File: config.mk
export PLATFORM = sky130hd
export DESIGN_NAME = spi_tx_mode03
export DESIGN_NICKNAME = d
export VERILOG_FILES = /design/src/rtl/spi_tx_mode03.sv
export SDC_FILE = /design/constraint.sdc
export NUM_CORES = 1
export LEC_CHECK = 0
export ABC_AREA = 1
export BUFFER_PORTS_ARGS = -buffer_cell sky130_fd_sc_hd__buf_2
export CORE_MARGIN = 1
export CORE_UTILIZATION = 45
export DETAILED_ROUTE_END_ITERATION = 7
export GPL_ROUTABILITY_DRIVEN = 0
export PLACE_DENSITY = 0.65
export SYNTH_ARGS = -nofsm -noshare
export SYNTH_HDL_FRONTEND = slang
export SYNTH_SLANG_ARGS = --single-unit
File: constraint.sdc
create_clock -name clk_i -period 4.05 [get_ports clk_i]
set_input_delay 1.0125 -clock clk_i [delete_from_list [all_inputs] [get_ports clk_i]]
set_output_delay 1.0125 -clock clk_i [all_outputs]
set_load 0.03 [all_outputs]
File: src/rtl/spi_tx_mode03.sv
// SPI mode 0/3 master transmitter: one word per valid/ready handshake,
// data changes on sck falling edges, far end samples on rising edges.
// Ports: clk_i, rst_i (async, active-high), cpol_i, lsbfe_i, tx_data_i,
//        tx_valid_i, tx_ready_o, sck_o, ss_n_o, data_out_o, busy_o, done_o.
module spi_tx_mode03 #(
  parameter int DATA_W  = 8,
  parameter int CLK_DIV = 4
) (
  input  logic              clk_i,
  input  logic              rst_i,
  input  logic              cpol_i,
  input  logic              lsbfe_i,
  input  logic [DATA_W-1:0] tx_data_i,
  input  logic              tx_valid_i,
  output logic              tx_ready_o,
  output logic              sck_o,
  output logic              ss_n_o,
  output logic              data_out_o,
  output logic              busy_o,
  output logic              done_o
);
  localparam int BW = $clog2(DATA_W + 1);
  localparam int DW = $clog2(CLK_DIV + 1);
  localparam logic [DW-1:0] DIV_LAST = DW'(CLK_DIV - 1);
  localparam logic [BW-1:0] BIT_LAST = BW'(DATA_W);

  typedef enum logic [1:0] {
    IDLE,
    SETUP,
    XFER,
    STOP
  } state_t;

  state_t            state_q, state_d;
  logic [DATA_W-1:0] sr_q, sr_d;
  logic [BW-1:0]     bit_q, bit_d;
  logic [DW-1:0]     div_q, div_d;
  logic              cpol_q, cpol_d;
  logic              lsb_q, lsb_d;
  logic              sck_q, sck_d;
  logic              ss_q, ss_d;
  logic              dout_q, dout_d;
  logic              done_q, done_d;
  logic              tc;

  assign tc = (div_q == DIV_LAST);

  always_ff @(posedge clk_i or posedge rst_i) begin
    if (rst_i) begin
      state_q <= IDLE;
      sr_q    <= '0;
      bit_q   <= '0;
      div_q   <= '0;
      cpol_q  <= 1'b0;
      lsb_q   <= 1'b0;
      sck_q   <= 1'b0;
      ss_q    <= 1'b1;
      dout_q  <= 1'b0;
      done_q  <= 1'b0;
    end else begin
      state_q <= state_d;
      sr_q    <= sr_d;
      bit_q   <= bit_d;
      div_q   <= div_d;
      cpol_q  <= cpol_d;
      lsb_q   <= lsb_d;
      sck_q   <= sck_d;
      ss_q    <= ss_d;
      dout_q  <= dout_d;
      done_q  <= done_d;
    end
  end

  always_comb begin
    state_d = state_q;
    sr_d    = sr_q;
    bit_d   = bit_q;
    div_d   = div_q;
    cpol_d  = cpol_q;
    lsb_d   = lsb_q;
    sck_d   = sck_q;
    ss_d    = ss_q;
    dout_d  = dout_q;
    done_d  = 1'b0;
    unique case (state_q)
      IDLE: begin
        sck_d = cpol_i;
        div_d = '0;
        bit_d = '0;
        if (tx_valid_i) begin
          sr_d    = tx_data_i;
          cpol_d  = cpol_i;
          lsb_d   = lsbfe_i;
          ss_d    = 1'b0;
          dout_d  = lsbfe_i ? tx_data_i[0]
                            : tx_data_i[DATA_W-1];
          state_d = SETUP;
        end
      end
      SETUP: begin
        if (tc) begin
          div_d   = '0;
          state_d = XFER;
        end else begin
          div_d = div_q + 1'b1;
        end
      end
      XFER: begin
        if (tc) begin
          div_d = '0;
          sck_d = ~sck_q;
          if (!sck_q) begin
            bit_d = bit_q + 1'b1;
          end else if (bit_q != '0 && bit_q != BIT_LAST) begin
            // mode 3 leading fall and the final fall do not shift
            sr_d   = lsb_q ? (sr_q >> 1) : (sr_q << 1);
            dout_d = lsb_q ? sr_q[1] : sr_q[DATA_W-2];
          end
          // frame ends once all bits are clocked and sck is back idle
          if (bit_d == BIT_LAST && sck_d == cpol_q) begin
            state_d = STOP;
          end
        end else begin
          div_d = div_q + 1'b1;
        end
      end
      STOP: begin
        if (tc) begin
          div_d   = '0;
          ss_d    = 1'b1;
          done_d  = 1'b1;
          state_d = IDLE;
        end else begin
          div_d = div_q + 1'b1;
        end
      end
      default: state_d = IDLE;
    endcase
  end

  assign tx_ready_o = (state_q == IDLE);
  assign busy_o     = (state_q != IDLE);
  assign sck_o      = sck_q;
  assign ss_n_o     = ss_q;
  assign data_out_o = dout_q;
  assign done_o     = done_q;

endmodule
==> results of run 1 <==
[where the power goes]
part | leakage [nW] | internal [mW] | switching [mW]
Clock | 0.0177 | 0.0370 | 0.0719
Combinational | 0.471 | 0.183 | 0.372
Sequential | 0.290 | 0.319 | 0.0738
Total | 0.778 | 0.539 | 0.518
[flip-flops by register name (all words and copies together) (netlist names)]
signal      cells
bit_q           4
cpol_q          1
data_out_o      1
div_q           3
done_o          1
lsb_q           1
sck_o           1
sr_q            8
ss_n_o          1
state_q         2
[placed cells by master, fill, tap and decap left out]
cell type / netlist / final
clkbuf_4: 0 / 3
nor2_1: 12 / 12
o22ai_1: 2 / 2
nand2_1: 59 / 59
inv_1: 19 / 19
dfrtp_1: 22 / 22
nor3_1: 2 / 2
o211ai_1: 1 / 1
mux2_2: 1 / 1
nand3_1: 8 / 8
o211a_1: 1 / 1
a21oi_1: 3 / 3
xor2_1: 1 / 1
dfstp_2: 1 / 1
o21ai_2: 2 / 2
buf_2: 0 / 18
inv_2: 2 / 2
a22oi_1: 1 / 1
clkinv_2: 0 / 1
or2_1: 1 / 1
nand2_2: 1 / 1
nor3_4: 1 / 1
ha_1: 7 / 7
nand4_1: 1 / 1
o21ai_1: 1 / 1
o21ai_0: 17 / 17
[worst max-delay path, cell delays in order (launching register included)]
cell and delay, ns:
dfrtp_1 0.42, inv_1 0.08, ha_1 0.27, inv_1 0.16
buf_2 0.22
[logic make-up (layout without fill, tap and decap cells)]
group | Yosys count | count (layout) | synth area share (%)
compound gates | 28 | 28 | 12.4
xor+xnor | 1 | 1 | 0.677
fa+ha+maj | 7 | 7 | 6.77
buf+inv | 24 | 43 | 7.54
flops | 23 | 23 | 44.6
mux | 1 | 1 | 0.870
simple gates | 85 | 85 | 27.2
[per-layer routing]
layer	global-route usage (%)	routed length, um	part of all wire, %
met1	24.2	1260	47
met2	30.6	1270	47
met3	4.42	107	4.0
met4	7.86	52	1.9
met5	0	0	0
[metrics by stage]
step | utilization [%] | power [mW] | hold slack, ns | instance area, sq um | std cells
after floorplan | - | 0.826 | 0.413 | 1290 | 169
after global placement | 51.4 | 0.932 | 0.433 | 1400 | 215
after detailed placement | 51.4 | 0.953 | 0.435 | 1400 | 215
after CTS | 52.4 | 1.06 | 0.454 | 1430 | 219
after global routing | 52.4 | 1.15 | 0.474 | 1430 | 219
final | 52.4 | 1.06 | 0.451 | 1430 | 219
[cell type report]
type                       count  area share (%)
tap                           31            2.71
clock inverter                 1           0.350
sequential                    23            40.3
inverter                      21            5.51
clock buffer                   3            1.57
multi-input combinational    122            43.3
timing repair buffer          18            6.29
[how the worst max path moves through the flow]
stage                     startpoint      end  cells after the start
after global placement    tx_valid_i  sr_q[5]                      7
after CTS                 state_q[0]   busy_o                      4
final                     state_q[0]   busy_o                      4
after floorplan           state_q[0]   busy_o                      3
after detailed placement  state_q[0]  sr_q[6]                      8
after global routing      state_q[0]  sr_q[0]                      8
==> impl_results.md, run 1 <==
* Achievable frequency at 403 MHz
* Vias after detailed routing at approximately 1200
* Max_slew headroom at between 40% and 50%
* Reg area at approximately 580 sq um
* Library cells used by synthesis at 25
* Die X at 55.6 um
* Setup ws final at about 1.6 ns
* Core area at ~2700 sq um
* Resized Gates After CTS at 0
* Fraction of registers with async set or reset after synthesis at 100%
* # fillers at about 270
* Diode count at 0
* Crit end category: output port
* Outcome: finished, final reports clean
* Number of DRC markers in iteration 0 at 46
* R2r startpoint: state_q[0]
* Max clock buf depth at 2
* Cell taking the most area after synthesis: dfrtp_1
* Synth Net Count at around 190
* Yosys top cell area share at about 43%
* Gate Count Post-Synth at 169
* Multi-input logic area at around 620 sq um
* Largest net degree at the start of global routing at 24
* Most frequent cell after synthesis: nand2_1
* Lkg Pwr at 0.778 nW
* Clk root buf: clkbuf_4
* Total global-route track usage at between 10% and 20%
* Synthesized cell area at between 1000 and 1500 sq um
* Initial core utilization at a little under half
* First-pass GRT wire length at 4.66 mm
* Remaining antenna violation count after routing at 0
* Hold endpoint: div_q[0]
* Post-Place Worst Slack at 1.72 ns
* Setup_tns at 0 ns
* Yosys reg bits at 23
* Critical Path RT at around 3 ns
* Power per cell area at between 700 and 800 nW/um^2
* Via count of the first global-routing pass at about 1100
* Clk sinks at 23
* CTS tree: done
* Full die area at ~3100 sq um
* Num CTS Buffers at 3
* Worst r2r path cells at 8
* EDFF count, synth at 0
* Hold Fails Final Rpt at 0
* Worst Skew at 0.0140 ns
* Worst min-delay path category: reg2reg
* Synth warn at 0
* Total wire length at around 2.7 mm
* CP arrival at roughly 1.5 ns
* # rows at 19
* Setup Viol. Count Final at 0
* Initial antenna violation count at 0
* CTS clk-pin slew, worst paths at around 0.14 ns
* Cells on Worst Hold Path at 1
* RSZ-0062 raised after global routing: false
* CP Class: reg2out
* Period utilisation layout at approximately three fifths
* DR vias/cell at 5.32
* # IOs at 19
* Clock Latency Late Sink at 0.32 ns
* FF-to-FF End: sr_q[2]
* Drc violations at 0
* Post-synth top cells: nand2_1 (59), dfrtp_1 (22), inv_1 (19)
* Most used flip-flop cell after synthesis: dfrtp_1
* Port bufs at 18
* # Post-CTS Setup Buffers at 0
* Max Slew Vio Count at 0
* DRT Pass-1 Iters at 4
* Tmin final at 2.48 ns
* Register area share after synthesis at between 40 and 50%
* Hold Path Origin: div_q[0]
* Slew @ Worst Pin at about 0.84 ns
* Nets@finish at about 210
* Detail Placement HPWL at ~2.0 mm
* Die span in y at ~56 um
* Max-cap violations at 0
* Routed len/inst at between 10 and 15 um
* Synth top area cells: dfrtp_1 (43%), nand2_1 (17%), ha_1 (6.8%)
* CTS H-tree depth at 1
* Mapped Avg Cell Area at ~7.7 sq um
* R2R Setup Slk at ~1.7 ns
* Congestion Overflow GR at 0
* Hold_buf cts at 0
* Crit-path max FO at 6
* Layout cell share with drive strength beyond 1 at between 15 and 20%
* Layout area overhead at 10.6%
* Startpoint Class: flop
* Peak supply drop at 0.445 mV
(Power assumes the default switching activity.)
==> inputs of run 2 (changes only) <==
Settings changed: ABC_AREA 1 to 0, PLACE_DENSITY 0.65 to default.
Clock period 4.05 ns to 2.3 ns, I/O delays scaled along.
==> impl_results.md, run 2 <==
* # rows at 19 (unchanged)
* Core area at 2850 sq um (+4.3%)
* Total wire length at 2.80 mm (+4.1%)
* Synth warn at 0 (unchanged)
* Via count of the first global-routing pass at 1052 (-4.5%)
* Layout area overhead at 10.7% (about the same)
* Largest regs: sr_q: 8 flops, bit_q: 4 flops, div_q: 3 flops
* CTS clk-pin slew, worst paths at 0.14 ns (about the same)
* # fillers at 276 (+0.73%)
* Setup_tns at 0 ns (unchanged)
* Most flops, register: sr_q
* Detail Placement HPWL at 2.03 mm (-0.49%)
* Synthesized cell area at 1410 sq um (+9.2%)
* DR vias/cell at 5.60 (+5.3%)
* Synth Net Count at 157 (-17%)
* R2R Setup Slk at 0.29 ns (-1.41 ns)
* Max Slew Vio Count at 0 (unchanged)
* Yosys reg bits at 23 (unchanged)
* Congestion Overflow GR at 0 (unchanged)
* RSZ-0062 raised after global routing: false
* Max clock buf depth at 2 (unchanged)
* CP Class: reg2out
* Worst r2r path cells at 5 (-3)
* Diode count at 0 (unchanged)
* R2r startpoint: state_q[1]
* Hold_ws at 0.272 ns (-0.179 ns)
* CP endpoint: busy_o
* Gate Count Post-Synth at 137 (-19%)
* FF-to-FF End: sr_q[1]
* Initial antenna violation count at 0 (unchanged)
* Port bufs at 18 (unchanged)
* Vias after detailed routing at 1047 (-10%)
* Register area share after synthesis at 40.8% (-3.8 points)
* Post-placement cell area at 1530 sq um (+9.3%)
* Max-cap violations at 0 (unchanged)
* Clock Latency Late Sink at 0.32 ns (about the same)
* Fin cells at 187 (-15%)
* Hold Fails Final Rpt at 0 (unchanged)
* First-pass GRT wire length at 4.65 mm (-0.30%)
* Outcome: finished, final reports clean
* Tmin final at roughly 2.1 ns
* Logic pwr share at 55.8% (+3.3 points)
* Largest net degree at the start of global routing at 24 (unchanged)
* Setup Viol. Count Final at 0 (unchanged)
* Fraction of registers with async set or reset after synthesis at 100% (unchanged)
* Number of DRC markers in iteration 0 at 18 (-61%)
* Commonest non-fill, non-tap cell in the layout: dfrtp_1
* Die X at 58.0 um (+4.3%)
* Seq pwr share at 35.0% (-2.2 points)
* Achievable frequency at between 400 and 500 MHz
* Post-Place Worst Slack at 0.179 ns (-1.54 ns)
* Cell internal pwr at 1.21 mW (+120%)
* Worst Skew at 0.0115 ns (-0.00248 ns)
* Startpoint Class: flop
* Synth top area cells: dfrtp_1 (39%), mux2_2 (9.6%), ha_1 (6.2%)
* Yosys top cell area share at 39.0% (-3.6 points)
* DRT Pass-1 Iters at 4 (unchanged)
* Leading cell types in the layout, fill and taps excluded: dfrtp_1 (22), buf_2 (18), mux2_2 (12)
* Max_slew headroom at 67.4% (+23 points)
* Sw Ratio at 43.0% (-6.0 points)
* Setup ws final at 0.229 ns (-1.34 ns)
* Clock power share at 9.2% (-1.1 points)
* Num CTS Buffers at 3 (unchanged)
* Critical Path RT at 1.73 ns (-1.31 ns)
* EDFF count, synth at 0 (unchanged)
* Most used flip-flop cell after synthesis: dfrtp_1
* CTS tree: done
* Power per cell area at 1350 nW/um^2 (+83%)
* Slew @ Worst Pin at 0.487 ns (-0.349 ns)
* Layout cell share with drive strength beyond 1 at 28.8% (+13 points)
* Clk sinks at 23 (unchanged)
* # IOs at 19 (unchanged)
* CP arrival at 1.50 ns (+0.03 ns)
* Die span in y at 58.0 um (+4.3%)
* Period utilisation layout at around nine tenths
* Mapped Avg Cell Area at 10.3 sq um (+35%)
* Most frequent cell after synthesis: dfrtp_1
* Cell taking the most area after synthesis: dfrtp_1
* Number of flip-flops in the largest register at 8 (unchanged)
* Finished Cell Area at 1560 sq um (+9.3%)
* Total global-route track usage at 18.1% (-0.69 points)
* Tot Pwr at 2.12 mW (+100%)
* Peak supply drop at 0.601 mV (+35%)
* Hold_buf cts at 0 (unchanged)
* DP Cell Count at 183 (-15%)
* Critical path launch point: state_q[1]
* Drc violations at 0 (unchanged)
* Full die area at 3370 sq um (+8.8%)
* Worst min-delay path category: in2async
* Post-synth top cells: dfrtp_1 (22), mux2_2 (12), a21oi_1 (11), inv_1 (11), nor2_1 (11)
* Lkg Pwr at 0.735 nW (-5.5%)
* Nets@finish at 177 (-15%)
* Crit end category: output port
* Net Sw Power at 0.910 mW (+76%)
* Routed len/inst at 15.0 um (+22%)
* Clk root buf: clkbuf_4
* Library cells used by synthesis at 44 (+76%)
* Core Util, Final at 54.8% (+2.5 points)
* CTS H-tree depth at 1 (unchanged)
* Remaining antenna violation count after routing at 0 (unchanged)
* Initial core utilization at 49.5% (+2.2 points)
* Crit-path max FO at 11 (+5)
## run 2: cells by family after synthesis
family                     count (synthesis)  synth area share [%]
AOI/OAI and AO/OA                         28                  14.7
xor gates and xnor gates                   5                  3.10
muxes                                     20                  15.2
adders and majority gates                  7                  6.20
DFF                                       23                  40.8
buffers and inverters                     19                  5.85
and+or+nand+nor                           35                  14.1
## run 2: layer usage
| layer | vias to the layer above | share of wire, % | GRT usage (%) |
|---|---|---|---|
| met3 | 4 | 2.5 | 2.01 |
| met5 | - | 0 | 0 |
| li1 | 519 | - | - |
| met2 | 22 | 50 | 32.0 |
| met1 | 502 | 47 | 22.8 |
| met4 | 0 | 1.4 | 6.80 |
## run 2: worst min path at each step
| stage | cells past startpoint | to | startpoint | slack [ns] |
|---|---|---|---|---|
| 4_1_cts | 3 | sr_q[4] | rst_i | 0.27 |
| 3_5_place_dp | 1 | div_q[0] | div_q[0] | 0.44 |
| 2_1_floorplan | 1 | div_q[0] | div_q[0] | 0.41 |
| 5_1_grt | 3 | sr_q[7] | rst_i | 0.29 |
| 3_3_place_gp | 1 | div_q[0] | div_q[0] | 0.44 |
| 6_report | 3 | state_q[1] | rst_i | 0.27 |
## run 2: power groups by stage
stage | Combinational [mW] | Clock (mW) | Sequential (mW)
after floorplan | 0.954 | 0 | 0.727
after global placement | 1.17 | 0 | 0.743
after detailed placement | 1.19 | 0 | 0.753
after CTS | 1.19 | 0.206 | 0.743
after global routing | 1.31 | 0.217 | 0.766
final | 1.18 | 0.194 | 0.742
## run 2: what timing repair did
item | in CTS | in global routing
gates resized for setup | 0 | 1
buffers inserted | 0 | 0
hold endpoints to repair | 0 | 0
setup endpoints to repair | 0 | 1
## run 2: critical path: stages, from the launching register on
cell and delay (ns):
dfrtp_1 0.44, inv_1 0.13, ha_2 0.33, inv_1 0.09
buf_2 0.19
## run 2: layout make-up
class                      instances  area, sq um  share of cell area, %
clock buffer                       3         22.5                   1.44
clock inverter                     1         5.00                  0.320
inverter                          12         45.0                   2.88
multi-input combinational         95          756                   48.3
sequential                        23          577                   36.9
tap                               31         38.8                   2.48
timing repair buffer              22          120                   7.68
